### src/rtl/div_seq_param_if.sv
// Divider request/result bundle shared between the execution-stage control and the divider.
interface div_seq_param_if #(
  parameter int unsigned WIDTH = 32
);
  logic             DIV_START;
  logic             DIV_ABORT;
  logic             SIGNED;
  logic [WIDTH-1:0] DIVIDEND;
  logic [WIDTH-1:0] DIVISOR;
  logic [WIDTH-1:0] QUOTIENT;
  logic [WIDTH-1:0] REMAINDER;
  logic             ready;
  logic             div_busy;
  logic             divide_zero;

  modport master (
    output DIV_START, DIV_ABORT, SIGNED, DIVIDEND, DIVISOR,
    input  QUOTIENT, REMAINDER, ready, div_busy, divide_zero
  );

  modport slave (
    input  DIV_START, DIV_ABORT, SIGNED, DIVIDEND, DIVISOR,
    output QUOTIENT, REMAINDER, ready, div_busy, divide_zero
  );
endinterface

### src/rtl/div_seq_param.sv
// Multi-cycle restoring divider (DIV/DIVU) with zero-divisor and signed-overflow fast paths
// and an abort that kills an in-flight operation without disturbing the held results.
module div_seq_param #(
  parameter int unsigned WIDTH = 32
) (
  input logic            CLK,
  input logic            RST,
  div_seq_param_if.slave div_if
);

  localparam int unsigned CNT_W = $clog2(WIDTH + 1);

  typedef enum logic [1:0] {S_IDLE, S_CALC, S_FIX, S_DONE} state_t;

  state_t           r_state;
  state_t           w_state_nxt;
  logic [CNT_W-1:0] r_cnt;
  logic [WIDTH-1:0] r_dvd;
  logic [WIDTH-1:0] r_dsr;
  logic [WIDTH-1:0] r_p;
  logic [WIDTH-1:0] r_q;
  logic [WIDTH-1:0] r_r;
  logic             r_neg_q;
  logic             r_neg_r;
  logic             r_zero;
  logic             r_ovf;
  logic             r_ready;
  logic             r_busy;
  logic             r_dz;

  logic             w_start;
  logic             w_finish;
  logic             w_kill;
  logic             w_div_zero;
  logic             w_ovf;
  logic             w_qbit;
  logic [WIDTH-1:0] w_min_neg;
  logic [WIDTH-1:0] w_abs_a;
  logic [WIDTH-1:0] w_abs_b;
  logic [WIDTH-1:0] w_rem_nxt;
  logic [WIDTH:0]   w_shift;
  logic [WIDTH:0]   w_trial;

  // Operand classification and magnitudes; min-negative maps onto its own unsigned magnitude.
  assign w_min_neg  = {1'b1, {(WIDTH-1){1'b0}}};
  assign w_div_zero = (div_if.DIVISOR == '0);
  assign w_ovf      = div_if.SIGNED && (div_if.DIVIDEND == w_min_neg) && (div_if.DIVISOR == '1);
  assign w_abs_a    = (div_if.SIGNED && div_if.DIVIDEND[WIDTH-1]) ? -div_if.DIVIDEND : div_if.DIVIDEND;
  assign w_abs_b    = (div_if.SIGNED && div_if.DIVISOR[WIDTH-1])  ? -div_if.DIVISOR  : div_if.DIVISOR;

  // One restoring step: the stored remainder is always below the divisor, so WIDTH bits hold it
  // and only the shifted partial remainder needs the extra bit.
  assign w_shift   = {r_p, r_dvd[WIDTH-1]};
  assign w_trial   = w_shift - {1'b0, r_dsr};
  assign w_qbit    = ~w_trial[WIDTH];
  assign w_rem_nxt = w_qbit ? w_trial[WIDTH-1:0] : w_shift[WIDTH-1:0];

  always_ff @(posedge CLK or negedge RST) begin
    if (!RST) r_state <= S_IDLE;
    else      r_state <= w_state_nxt;
  end

  always_comb begin
    w_state_nxt = r_state;
    w_start     = 1'b0;
    w_finish    = 1'b0;
    w_kill      = 1'b0;
    case (r_state)
      S_IDLE, S_DONE: begin
        if (div_if.DIV_START && !div_if.DIV_ABORT) begin
          w_start     = 1'b1;
          w_state_nxt = (w_div_zero || w_ovf) ? S_FIX : S_CALC;
        end
      end
      S_CALC: begin
        if (div_if.DIV_ABORT) begin
          w_kill      = 1'b1;
          w_state_nxt = S_IDLE;
        end else if (r_cnt == CNT_W'(WIDTH - 1)) begin
          w_state_nxt = S_FIX;
        end
      end
      S_FIX: begin
        if (div_if.DIV_ABORT) begin
          w_kill      = 1'b1;
          w_state_nxt = S_IDLE;
        end else begin
          w_finish    = 1'b1;
          w_state_nxt = S_DONE;
        end
      end
      default: w_state_nxt = S_IDLE;
    endcase
  end

  // Datapath and result registers; results change only on a completed FIX.
  always_ff @(posedge CLK or negedge RST) begin
    if (!RST) begin
      r_cnt   <= '0;
      r_dvd   <= '0;
      r_dsr   <= '0;
      r_p     <= '0;
      r_q     <= '0;
      r_r     <= '0;
      r_neg_q <= 1'b0;
      r_neg_r <= 1'b0;
      r_zero  <= 1'b0;
      r_ovf   <= 1'b0;
      r_ready <= 1'b0;
      r_busy  <= 1'b0;
      r_dz    <= 1'b0;
    end else begin
      r_ready <= w_finish;
      if (w_start) begin
        r_cnt   <= '0;
        r_p     <= '0;
        r_neg_q <= div_if.SIGNED && (div_if.DIVIDEND[WIDTH-1] ^ div_if.DIVISOR[WIDTH-1]);
        r_neg_r <= div_if.SIGNED && div_if.DIVIDEND[WIDTH-1];
        r_dvd   <= w_div_zero ? div_if.DIVIDEND : w_abs_a;
        r_dsr   <= w_abs_b;
        r_zero  <= w_div_zero;
        r_ovf   <= !w_div_zero && w_ovf;
        r_busy  <= 1'b1;
      end else if (r_state == S_CALC) begin
        r_p   <= w_rem_nxt;
        r_dvd <= {r_dvd[WIDTH-2:0], w_qbit};
        r_cnt <= r_cnt + CNT_W'(1);
      end
      if (w_kill) r_busy <= 1'b0;
      if (w_finish) begin
        r_busy <= 1'b0;
        if (r_zero) begin
          r_q  <= '1;
          r_r  <= r_dvd;
          r_dz <= 1'b1;
        end else if (r_ovf) begin
          r_q  <= w_min_neg;
          r_r  <= '0;
          r_dz <= 1'b0;
        end else begin
          r_q  <= r_neg_q ? -r_dvd : r_dvd;
          r_r  <= r_neg_r ? -r_p : r_p;
          r_dz <= 1'b0;
        end
      end
    end
  end

  assign div_if.QUOTIENT    = r_q;
  assign div_if.REMAINDER   = r_r;
  assign div_if.ready       = r_ready;
  assign div_if.div_busy    = r_busy;
  assign div_if.divide_zero = r_dz;

endmodule

### src/flat_wrapper.sv
// flat-port wrapper written by rule: the top's interface ports become plain ports
module div_seq_param_flat 
#(
  parameter int unsigned WIDTH = 32
)
  (CLK, RST, div_if_DIV_START, div_if_DIV_ABORT, div_if_SIGNED, div_if_DIVIDEND, div_if_DIVISOR, div_if_QUOTIENT, div_if_REMAINDER, div_if_ready, div_if_div_busy, div_if_divide_zero);
  div_seq_param_if #(.WIDTH(WIDTH)) div_if_i ();
  input logic CLK;
  input logic RST;
  input wire logic [$bits(div_if_i.DIV_START)-1:0] div_if_DIV_START;
  input wire logic [$bits(div_if_i.DIV_ABORT)-1:0] div_if_DIV_ABORT;
  input wire logic [$bits(div_if_i.SIGNED)-1:0] div_if_SIGNED;
  input wire logic [$bits(div_if_i.DIVIDEND)-1:0] div_if_DIVIDEND;
  input wire logic [$bits(div_if_i.DIVISOR)-1:0] div_if_DIVISOR;
  output wire logic [$bits(div_if_i.QUOTIENT)-1:0] div_if_QUOTIENT;
  output wire logic [$bits(div_if_i.REMAINDER)-1:0] div_if_REMAINDER;
  output wire logic [$bits(div_if_i.ready)-1:0] div_if_ready;
  output wire logic [$bits(div_if_i.div_busy)-1:0] div_if_div_busy;
  output wire logic [$bits(div_if_i.divide_zero)-1:0] div_if_divide_zero;
  assign div_if_i.DIV_START = div_if_DIV_START;
  assign div_if_i.DIV_ABORT = div_if_DIV_ABORT;
  assign div_if_i.SIGNED = div_if_SIGNED;
  assign div_if_i.DIVIDEND = div_if_DIVIDEND;
  assign div_if_i.DIVISOR = div_if_DIVISOR;
  assign div_if_QUOTIENT = div_if_i.QUOTIENT;
  assign div_if_REMAINDER = div_if_i.REMAINDER;
  assign div_if_ready = div_if_i.ready;
  assign div_if_div_busy = div_if_i.div_busy;
  assign div_if_divide_zero = div_if_i.divide_zero;
  div_seq_param #(.WIDTH(WIDTH)) u_core (.CLK(CLK), .RST(RST), .div_if(div_if_i));
endmodule
### config.mk
export PLATFORM = sky130hd
export DESIGN_NAME = div_seq_param_flat
export DESIGN_NICKNAME = d
export VERILOG_FILES = /design/src/rtl/div_seq_param_if.sv /design/src/rtl/div_seq_param.sv /design/src/flat_wrapper.sv
export SDC_FILE = /design/constraint.sdc
export NUM_CORES = 1
export LEC_CHECK = 0
export BUFFER_PORTS_ARGS = -buffer_cell sky130_fd_sc_hd__buf_2
export CAP_MARGIN = 20
export CELL_PAD_IN_SITES_DETAIL_PLACEMENT = 1
export CELL_PAD_IN_SITES_GLOBAL_PLACEMENT = 1
export CORE_MARGIN = 5
export CORE_UTILIZATION = 42
export CTS_BUF_LIST = sky130_fd_sc_hd__clkbuf_4 sky130_fd_sc_hd__clkbuf_8
export CTS_CLUSTER_SIZE = 20
export DETAILED_ROUTE_END_ITERATION = 8
export GPL_TIMING_DRIVEN = 0
export PLACE_DENSITY_LB_ADDON = 0.12
export SYNTH_ARGS = -nofsm -noshare
export SYNTH_HDL_FRONTEND = slang
export SYNTH_SLANG_ARGS = --single-unit
### constraint.sdc
create_clock -name CLK -period 3.3 [get_ports CLK]
set_clock_uncertainty 0.05 [all_clocks]
set_input_delay 0.66 -clock CLK [delete_from_list [all_inputs] [get_ports CLK]]
set_output_delay 0.66 -clock CLK [all_outputs]
set_load 0.05 [all_outputs]
# Word level (Yosys, flattened, before mapping)

Index checks and enable logic that the tools add are counted.

Bits in registers: 175
Memories: 0
RAM bits: 0
Output and inout bits: 67
Bits in read-only memories: 0
Logic and storage cells: 79
Bits in latches: 0
Bits of input ports: 69

$lt $le $gt $ge: 0
Equal/unequal tests: 8
Reductions and logical operators: 17
Bitwise gates (word level): 2
Multiply operators: 0
Mux-type cells: 32
Shift-type cells: 0
$add $sub $neg: 6
Divide/modulo/power cells: 0

Operators by type and width:

| kind                                                                     | count |
|---|---|
| 32-bit 2-to-1 mux                                                        | 14 |
| 32-bit negator                                                           | 4 |
| 32-bit equality test (second input constant)                             | 2 |
| 33-bit by 32-bit subtractor with 33-bit output                           | 1 |
| 32-bit logical NOT                                                       | 1 |
| 6-bit 2-to-1 mux                                                         | 2 |
| 1-bit 2-to-1 mux                                                         | 10 |
| 2-bit 2-to-1 mux                                                         | 5 |
| 1-bit logical AND                                                        | 7 |
| 6-bit by 1-bit adder with 6-bit output (second input constant)           | 1 |
| 6-bit by 5-bit equality test with 1-bit output (second input constant)   | 1 |
| 2-bit one-hot mux with 3 select lines                                    | 1 |
| 2-bit equality test (second input constant)                              | 2 |
| 2-bit OR reduction                                                       | 2 |
| 3-bit by 2-bit inequality test with 1-bit output (second input constant) | 1 |
| 3-bit nonzero test                                                       | 1 |
| 2-bit by 1-bit equality test with 1-bit output (second input constant)   | 1 |
| 1-bit logical NOT                                                        | 2 |
| 2-bit logical NOT                                                        | 1 |
| 2-bit by 1-bit inequality test with 1-bit output (second input constant) | 1 |
| 2-bit AND reduction                                                      | 1 |
| 2-bit nonzero test                                                       | 1 |
| 1-bit logical OR                                                         | 1 |
| 1-bit inverter                                                           | 1 |
| 1-bit XOR                                                                | 1 |

# Longest topological paths before layout

Gate-level depths: netlist (run 1).

Word-level depth: 7
Depth in mapped cells: 14
Depth with buffers taken out: 12

# Worst setup path after synthesis (run 1)

OpenSTA, ideal clock, no wires.

Path type: flip-flop to flip-flop
Start: reg u_core.r_dvd[31]
End: reg u_core.r_p[30]
Clock period less this slack: 3170 ps
Data required time: 3109 ps
Buffers on the path: 0
Cell stages (with the launch flop): 13
Data arrival time: 2979 ps
Setup time: 141 ps
Path slack: 130 ps
Path through: dfrtp_1 inv_1 ha_1 fa_1 nand2b_1 a21oi_1 o22a_1 o31ai_1 o41ai_1 a31oi_1 and3_1 o41ai_1 a31oi_1

Word-level cells in the longest chain between the ends: 4

Ends and longest elaborated chain:

| element                                        | line                 | source |
|---|---|---|
| start: declaration                             | div_seq_param.sv:18  | `logic [WIDTH-1:0] r_dvd;` |
| start signal: assignment                       | div_seq_param.sv:119 | `r_dvd <= w_div_zero ? div_if.DIVIDEND : w_abs_a;` |
| start signal: assignment                       | div_seq_param.sv:126 | `r_dvd <= {r_dvd[WIDTH-2:0], w_qbit};` |
| 33-bit by 32-bit subtractor with 33-bit output | div_seq_param.sv:54  | `assign w_trial = w_shift - {1'b0, r_dsr};` |
| 32-bit 2-to-1 mux                              | div_seq_param.sv:56  | `assign w_rem_nxt = w_qbit ? w_trial[WIDTH-1:0] : w_shift[WIDTH-1:0];` |
| 32-bit 2-to-1 mux                              | div_seq_param.sv:124 | `end else if (r_state == S_CALC) begin` |
| 32-bit 2-to-1 mux                              | div_seq_param.sv:114 | `if (w_start) begin` |
| end signal: assignment                         | div_seq_param.sv:125 | `r_p <= w_rem_nxt;` |
| end: declaration                               | div_seq_param.sv:20  | `logic [WIDTH-1:0] r_p;` |

No other way between the ends. The select of a mux whose other input is x is not followed.
A chain may end at the register's enable or synchronous reset.

# Worst setup path in the final report (run 1)

Start: reg u_core.r_p[6]
End: reg u_core.r_r[17] (netlist: u_core.div_if.REMAINDER[17])

Word-level cells in the longest chain between the ends: 4

Ends and longest elaborated chain:

| element                | line                 | source |
|---|---|---|
| 32-bit negator         | div_seq_param.sv:142 | `r_r <= r_neg_r ? -r_p : r_p;` |
| 32-bit 2-to-1 mux      | div_seq_param.sv:142 |  |
| 32-bit 2-to-1 mux      | div_seq_param.sv:136 | `end else if (r_ovf) begin` |
| 32-bit 2-to-1 mux      | div_seq_param.sv:132 | `if (r_zero) begin` |
| end signal: assignment | div_seq_param.sv:134 | `r_r <= r_dvd;` |
| end signal: assignment | div_seq_param.sv:142 |  |
| end: declaration       | div_seq_param.sv:22  | `logic [WIDTH-1:0] r_r;` |

No other way between the ends.

==> results by group, run 1 <==
Outcome
  – Status: complete, no violations

Worst setup path
  – Worst Path Max Fanout: 7
  – Setup CP Type: reg -> reg
  – CP Data Arrival Time: 3580 ps
  – Reg2reg setup slack: 50 ps
  – Delay-heaviest family, CP: simple AND/OR/NAND/NOR gates
  – Peak per-stage delay on the critical path: 580 ps
  – CP Data Required Time: 3630 ps
  – Slowest-stage cell, CP: or4_4
  – CP Launch Type: flip-flop
  – Endpoint type of the worst setup path: flip-flop
  – Crit path buf inv count: 0
  – Critical-path cell list: or4_4, or4_1, or3_1, o41ai_1, xnor2_1, a221oi_1, nor2_1

Yosys
  – Largest family of logic cells by synthesized area: compound AO/OA/AOI/OAI gates
  – Syn_nets: between 1.5k and 2k
  – Largest area contributor in the netlist: dfrtp_1
  – Simple-gate share of the synthesized area: approximately 17%
  – Post-Syn Instances: 1430
  – Ys async rst share: 100%
  – Multiplexer share of the synthesized area: 3.92%
  – Synth Area in Compound Gates: a little under a quarter
  – Unique masters post-synth: roughly 60
  – Synth Area in XOR/XNOR: 10.8%
  – Syn avg cell area: ~8.4 sq um
  – Commonest register cell after synthesis: dfrtp_1
  – Register area share after synthesis: 36.5%
  – Top cell type's share of synthesized area: 36.5%
  – Post-synthesis instance area: 12000 sq um
  – Adder-cell share of the synthesized area: under 10%
  – Synth Warn #: 0
  – Post-synth EDFFs: 0
  – Area contributors post-synth: dfrtp_1 37%, o21ai_0 6.6%, xnor2_1 5.6%
  – #FFs+latches synth: 175

STA
  – Unrepaired setup endpoints after global routing: true
  – Hold WS: 22.4 ps
  – Fin crit share: 98.4%
  – Setup TNS: 0 ps
  – Fmax: around 300 MHz
  – Finish-stage setup viols: 0
  – Final min period: 3250 ps
  – Rel. slew slack: ~50%
  – Slew @ Worst Pin: 749 ps
  – Final WS setup: 52.9 ps
  – Slew Limit Fails: 0
  – Fin. Hold Viols: 0

Route
  – Via count: 11.6k
  – Metal-1 WL: 20.4 mm
  – Routed length on met3: 2.63 mm
  – Pre-antenna DRT Iters: 5
  – Vias per cell: between 5 and 6
  – DRC Markers: 0
  – Highest metal used: met4
  – WL final: approximately 44 mm
  – Met2 wire len: 19.8 mm
  – WL/cell: 21.9 um
  – Post-route ant nets: 0
  – DR iter-0 viols: approximately 870

Placement
  – Port Buffers: 134
  – Placed cell area: ~13000 sq um
  – Final RePlAce weighted congestion: between 0.9 and 1
  – DP HPWL: 33.0 mm
  – Worst slack, placed: -820 ps

Cells and area
  – Storage element area: 4410 sq um
  – Filler cells: roughly 3.4k
  – Layout area overhead: 17.7%
  – Post-Layout Inst Area: roughly 14000 sq um
  – Most frequent cells in the layout: 153 x dfrtp_1, 152 x o21ai_0, 151 x nand2_1
  – Ant diodes: 0
  – Final net count: between 1.5k and 2k
  – Footprint of the multi-input gates: 7330 sq um
  – Leading cell type in the layout, fill and taps excluded: dfrtp_1
  – Util after Layout: between 50% and 60%
  – Share of cells above drive strength 1: 17.4%

Clock tree
  – Post-CTS Hold Buffers: 0
  – Total CTS buffers: 17
  – CTS HTree Levels: 4
  – Longest Clk Path Bufs: 2
  – Root buf cell: clkbuf_8
  – Clk sinks: 175
  – CTS clk-pin slew, worst paths: 120 ps
  – CTS tree: done
  – Insertion delay to the later sink of the worst-skew pair: 480 ps

Global routing
  – GRT Overall Usage: 27.0%
  – Vias in the first global route: about 12k
  – Initial antenna violation count: 0
  – First-pass GRT wire length: approximately 67 mm
  – Total gr overflow: 0
  – Largest net degree at the start of global routing: 118

Floorplan
  – Core Rows: 61
  – Die width: 179 um
  – Ports: 136
  – Chip Height: between 150 and 200 um
  – Initial Util: 42.8%
  – Die Area: approximately 32000 sq um
  – Core Area: between 20000 and 30000 sq um

Power
  – Seq pwr share: 25.3%
  – Internal power: ~0.0085 W
  – Max VDD drop: 521 uV
  – Sw frac: about 54%
  – Leak pwr: between 5 and 6 nW
  – Power per cell area: 1290 nW/um^2
  – P_sw: 0.00974 W
  – Clock power frac: under 10%
  – Comb pwr share: around two thirds

Min path
  – Worst hold path class: in -> async

Job
  – Max cap viols: 0
[stage by stage]
stage / total power [W] / cells
CTS: 0.0175 / 1982
global placement: 0.0150 / 1942
global route: 0.0194 / 1993
finish: 0.0182 / 1993
floorplan: 0.0121 / 1430
detailed placement: 0.0153 / 1943
[flip-flops by register name, summed over array words and instances, names as in the netlist]
register and count:
u_core.r_p 32, u_core.div_if.divide_zero 1, u_core.r_state 2, u_core.r_dvd 32, u_core.r_cnt 6, u_core.r_ovf 1
u_core.div_if.div_busy 1, u_core.r_dsr 32, u_core.div_if.REMAINDER 32, u_core.div_if.ready 1, u_core.div_if.QUOTIENT 32, u_core.r_zero 1
u_core.r_neg_r 1, u_core.r_neg_q 1
[cell usage after synthesis, drive strengths merged (19+ instances only)]
library cell,count
dfrtp,175
o21ai,159
nand2,151
nor2,126
a21oi,102
clkbuf,80
xnor2,77
xor2,71
inv,54
mux2i,47
ha,40
o31ai,27
o22ai,23
nor2b,20
o22a,20
o41ai,20
nor3,19
[layout make-up]
cell class	count	area share [%]
Clock inverter	13	1.19
Multi-Input combinational cell	1109	51.9
Timing Repair Buffer	161	6.49
Sequential cell	175	31.2
Tap cell	378	3.35
Inverter	54	1.44
Clock buffer	19	1.81
Buffer	84	2.60
[routing by layer]
| metal | vias up | track usage [%] |
|---|---|---|
| met5 | - | 0 |
| met4 | 0 | 5.66 |
| met3 | 48 | 3.61 |
| met2 | 360 | 42.5 |
| met1 | 5774 | 39.9 |
| li1 | 5423 | - |
[path summary, 6_finish.rpt]
path	startpoint	endpoint	cells past startpoint
max	u_core.r_p[6]	u_core.div_if.REMAINDER[17]	7
min	RST	u_core.div_if.QUOTIENT[8]	1
max reg2reg	u_core.r_p[6]	u_core.div_if.REMAINDER[17]	7
min reg2reg	u_core.div_if.QUOTIENT[23]	u_core.div_if.QUOTIENT[23]	2
max in group asynchronous	RST	u_core.r_p[22]	2
min in group CLK	div_if_DIVISOR[31]	u_core.r_dsr[31]	3
[what timing repair did]
item | 4_1_cts | 5_1_grt
endpoints found under the setup margin | 47 | 45
resized for setup | 45 | 51
setup buffers | 9 | 17
pin swaps | 2 | 17
[power groups by stage]
stage | logic, W | registers, W | clock network (W)
CTS | 0.0113 | 0.00453 | 0.00164
global placement | 0.0104 | 0.00454 | 0
floorplan | 0.00675 | 0.00538 | 0
global route | 0.0130 | 0.00470 | 0.00173
detailed placement | 0.0107 | 0.00458 | 0
finish | 0.0120 | 0.00461 | 0.00161
[kinds of logic after synthesis]
| group | count (synthesis) |
|---|---|
| AO/OA/AOI/OAI | 440 |
| XOR/XNOR | 148 |
| adder cells (fa/ha/maj) | 41 |
| buffers and inverters | 146 |
| flip-flops | 175 |
| multiplexers | 47 |
| AND/OR/NAND/NOR | 433 |
No activity file was read; power rests on OpenSTA's default activity.
==> inputs of run 2 (changes only) <==
Settings changed: CORE_UTILIZATION 42 to 46, SETUP_SLACK_MARGIN set to 0.1.
Clock period 3.3 ns to 3.2 ns, I/O delays scaled along.
==> results by group, run 2 (synthesis gave the netlist of run 1 again) <==
Clock tree
  – Longest Clk Path Bufs: 2 (unchanged)
  – Clk sinks: 175 (unchanged)
  – CTS clk-pin slew, worst paths: 110 ps (was 120 ps)
  – Total CTS buffers: 17 (unchanged)
  – CTS tree: done (unchanged)
  – Root buf cell: clkbuf_8 (unchanged)
  – Insertion delay to the later sink of the worst-skew pair: 470 ps (was 480 ps)
  – CTS HTree Levels: 4 (unchanged)

Route
  – WL final: 45.4 mm (was 43.6 mm)
  – WL/cell: 22.8 um (was 21.9 um)
  – Via count: 12.1k (was 11.6k)
  – Post-route ant nets: 0 (unchanged)
  – DRC Markers: 0 (unchanged)
  – Pre-antenna DRT Iters: 7 (was 5)
  – DR iter-0 viols: 880 (was 871)
  – Vias per cell: 6.10 (was 5.82)

Floorplan
  – Die width: 171 um (was 179 um)
  – Initial Util: 46.4% (was 42.8%)
  – Core Rows: 59 (was 61)
  – Ports: 136 (unchanged)
  – Core Area: 25800 sq um (was 28000 sq um)
  – Chip Height: 171 um (was 179 um)
  – Die Area: 29400 sq um (was 32000 sq um)

Worst setup path
  – CP Data Arrival Time: 3440 ps (was 3580 ps)
  – RR Endpoint: u_core.r_p[3] (was u_core.div_if.REMAINDER[17])
  – Setup CP Type: reg -> reg (unchanged)
  – CP Data Required Time: 3480 ps (was 3630 ps)
  – Reg2reg path depth: 14 (was 7)
  – Reg2reg setup slack: 30 ps (was 50 ps)
  – Endpoint type of the worst setup path: flip-flop (unchanged)
  – Reg2reg start: u_core.r_p[4] (was u_core.r_p[6])
  – Worst Path Max Fanout: 7 (unchanged)
  – CP Launch Type: flip-flop (unchanged)

Outcome
  – Status: complete, no violations (unchanged)

Job
  – Max cap viols: 0 (unchanged)

Cells and area
  – Share of cells above drive strength 1: 22.8% (was 17.4%)
  – Most frequent cells in the layout: 148 x nand2_1, 145 x o21ai_0, 144 x dfrtp_1 (was 153 x dfrtp_1, 152 x o21ai_0, 151 x nand2_1)
  – Layout area overhead: 22.6% (was 17.7%)
  – Util after Layout: 56.9% (was 50.4%)
  – Leading cell type in the layout, fill and taps excluded: nand2_1 (was dfrtp_1)
  – Final net count: 1752 (was 1712)

STA
  – Finish-stage setup viols: 0 (unchanged)
  – Setup TNS: 0 ps (unchanged)
  – Fin crit share: 98.9% (was 98.4%)
  – Slew @ Worst Pin: 758 ps (was 749 ps)
  – Hold WS: 25.7 ps (was 22.4 ps)
  – Fmax: 316 MHz (was 308 MHz)
  – Rel. slew slack: 49.5% (was 50.0%)
  – Slew Limit Fails: 0 (unchanged)
  – Unrepaired setup endpoints after global routing: true (unchanged)
  – Fin. Hold Viols: 0 (unchanged)
  – Final WS setup: 34.1 ps (was 52.9 ps)
  – Final min period: 3170 ps (was 3250 ps)

Placement
  – Final RePlAce weighted congestion: 0.938 (was 0.930)
  – Port Buffers: 134 (unchanged)
  – DP HPWL: 32.6 mm (was 33.0 mm)
  – Worst slack, placed: -660 ps (was -820 ps)

Global routing
  – Met2 Use GR: 46.4% (was 42.5%)
  – GR Util met1: 42.1% (was 39.9%)
  – Largest net degree at the start of global routing: 116 (was 118)
  – Vias in the first global route: 12.2k (was 11.8k)
  – First-pass GRT wire length: 67.9 mm (was 67.4 mm)
  – Met3 usage: 5.93% (was 3.61%)
  – Total gr overflow: 0 (unchanged)
  – Initial antenna violation count: 0 (unchanged)
  – GRT Overall Usage: 29.6% (was 27.0%)
  – Gr busiest metal: met2 (unchanged)

Min path
  – Worst hold path class: in -> async (unchanged)
## run 2: worst max-delay path by stage
stage / slack, ps / cells after the start / end / start
floorplan: 90 / 13 / u_core.r_p[10] / u_core.r_p[24]
global placement: -1460 / 1 / u_core.r_dsr[13] / RST
detailed placement: -660 / 10 / u_core.r_dvd[30] / div_if_DIVISOR[4]
CTS: -0.7 / 13 / u_core.r_p[30] / u_core.r_dvd[31]
global route: -40 / 15 / u_core.r_p[3] / u_core.r_dsr[14]
finish: 30 / 14 / u_core.r_p[3] / u_core.r_p[4]
## run 2: area by class of cell
cell class	instances	area, sq um
Fill cell	3174	11100
Multi-Input combinational cell	1109	7590
Sequential cell	175	4420
Timing Repair Buffer	197	1230
Buffer	88	435
Tap cell	335	419
Clock buffer	18	248
Inverter	54	203
Clock inverter	14	148
Antenna cell	1	2.50
## run 2: through the flow
| stage | cells | cell area, sq um |
|---|---|---|
| 6_report | 1991 | 14700 |
| 5_1_grt | 1990 | 14700 |
| 3_3_place_gp | 1899 | 13100 |
| 4_1_cts | 1962 | 14200 |
| 3_5_place_dp | 1900 | 13100 |
| 2_1_floorplan | 1430 | 12000 |
## run 2: what timing repair did
action,CTS,global route
cloned,3,0
pin swaps,54,41
hold buffers,0,0
gates resized for setup,106,96
setup buffers,30,30
setup endpoints to repair,76,78
## run 2: metal layers
metal | vias to the layer above | share of wire, %
met1 | 6124 | 45
met2 | 417 | 46
met3 | 79 | 6.6
met5 | - | 0
met4 | 0 | 2.5
li1 | 5516 | -
## run 2: critical path, stage by stage (launching register included)
cell and delay (ps):
dfrtp_2 430, buf_4 150, ha_4 210, a21o_1 170
or3_4 350, o21ai_4 200, a21oi_4 80, o211a_1 280
buf_4 160, o21ai_4 160, and2_4 180, buf_12 150
buf_16 140, mux2i_1 210, a21oi_1 110
Power of run 2 is not shown: default switching activity piles up to over one toggle a cycle in this logic, so the estimate is an artifact.
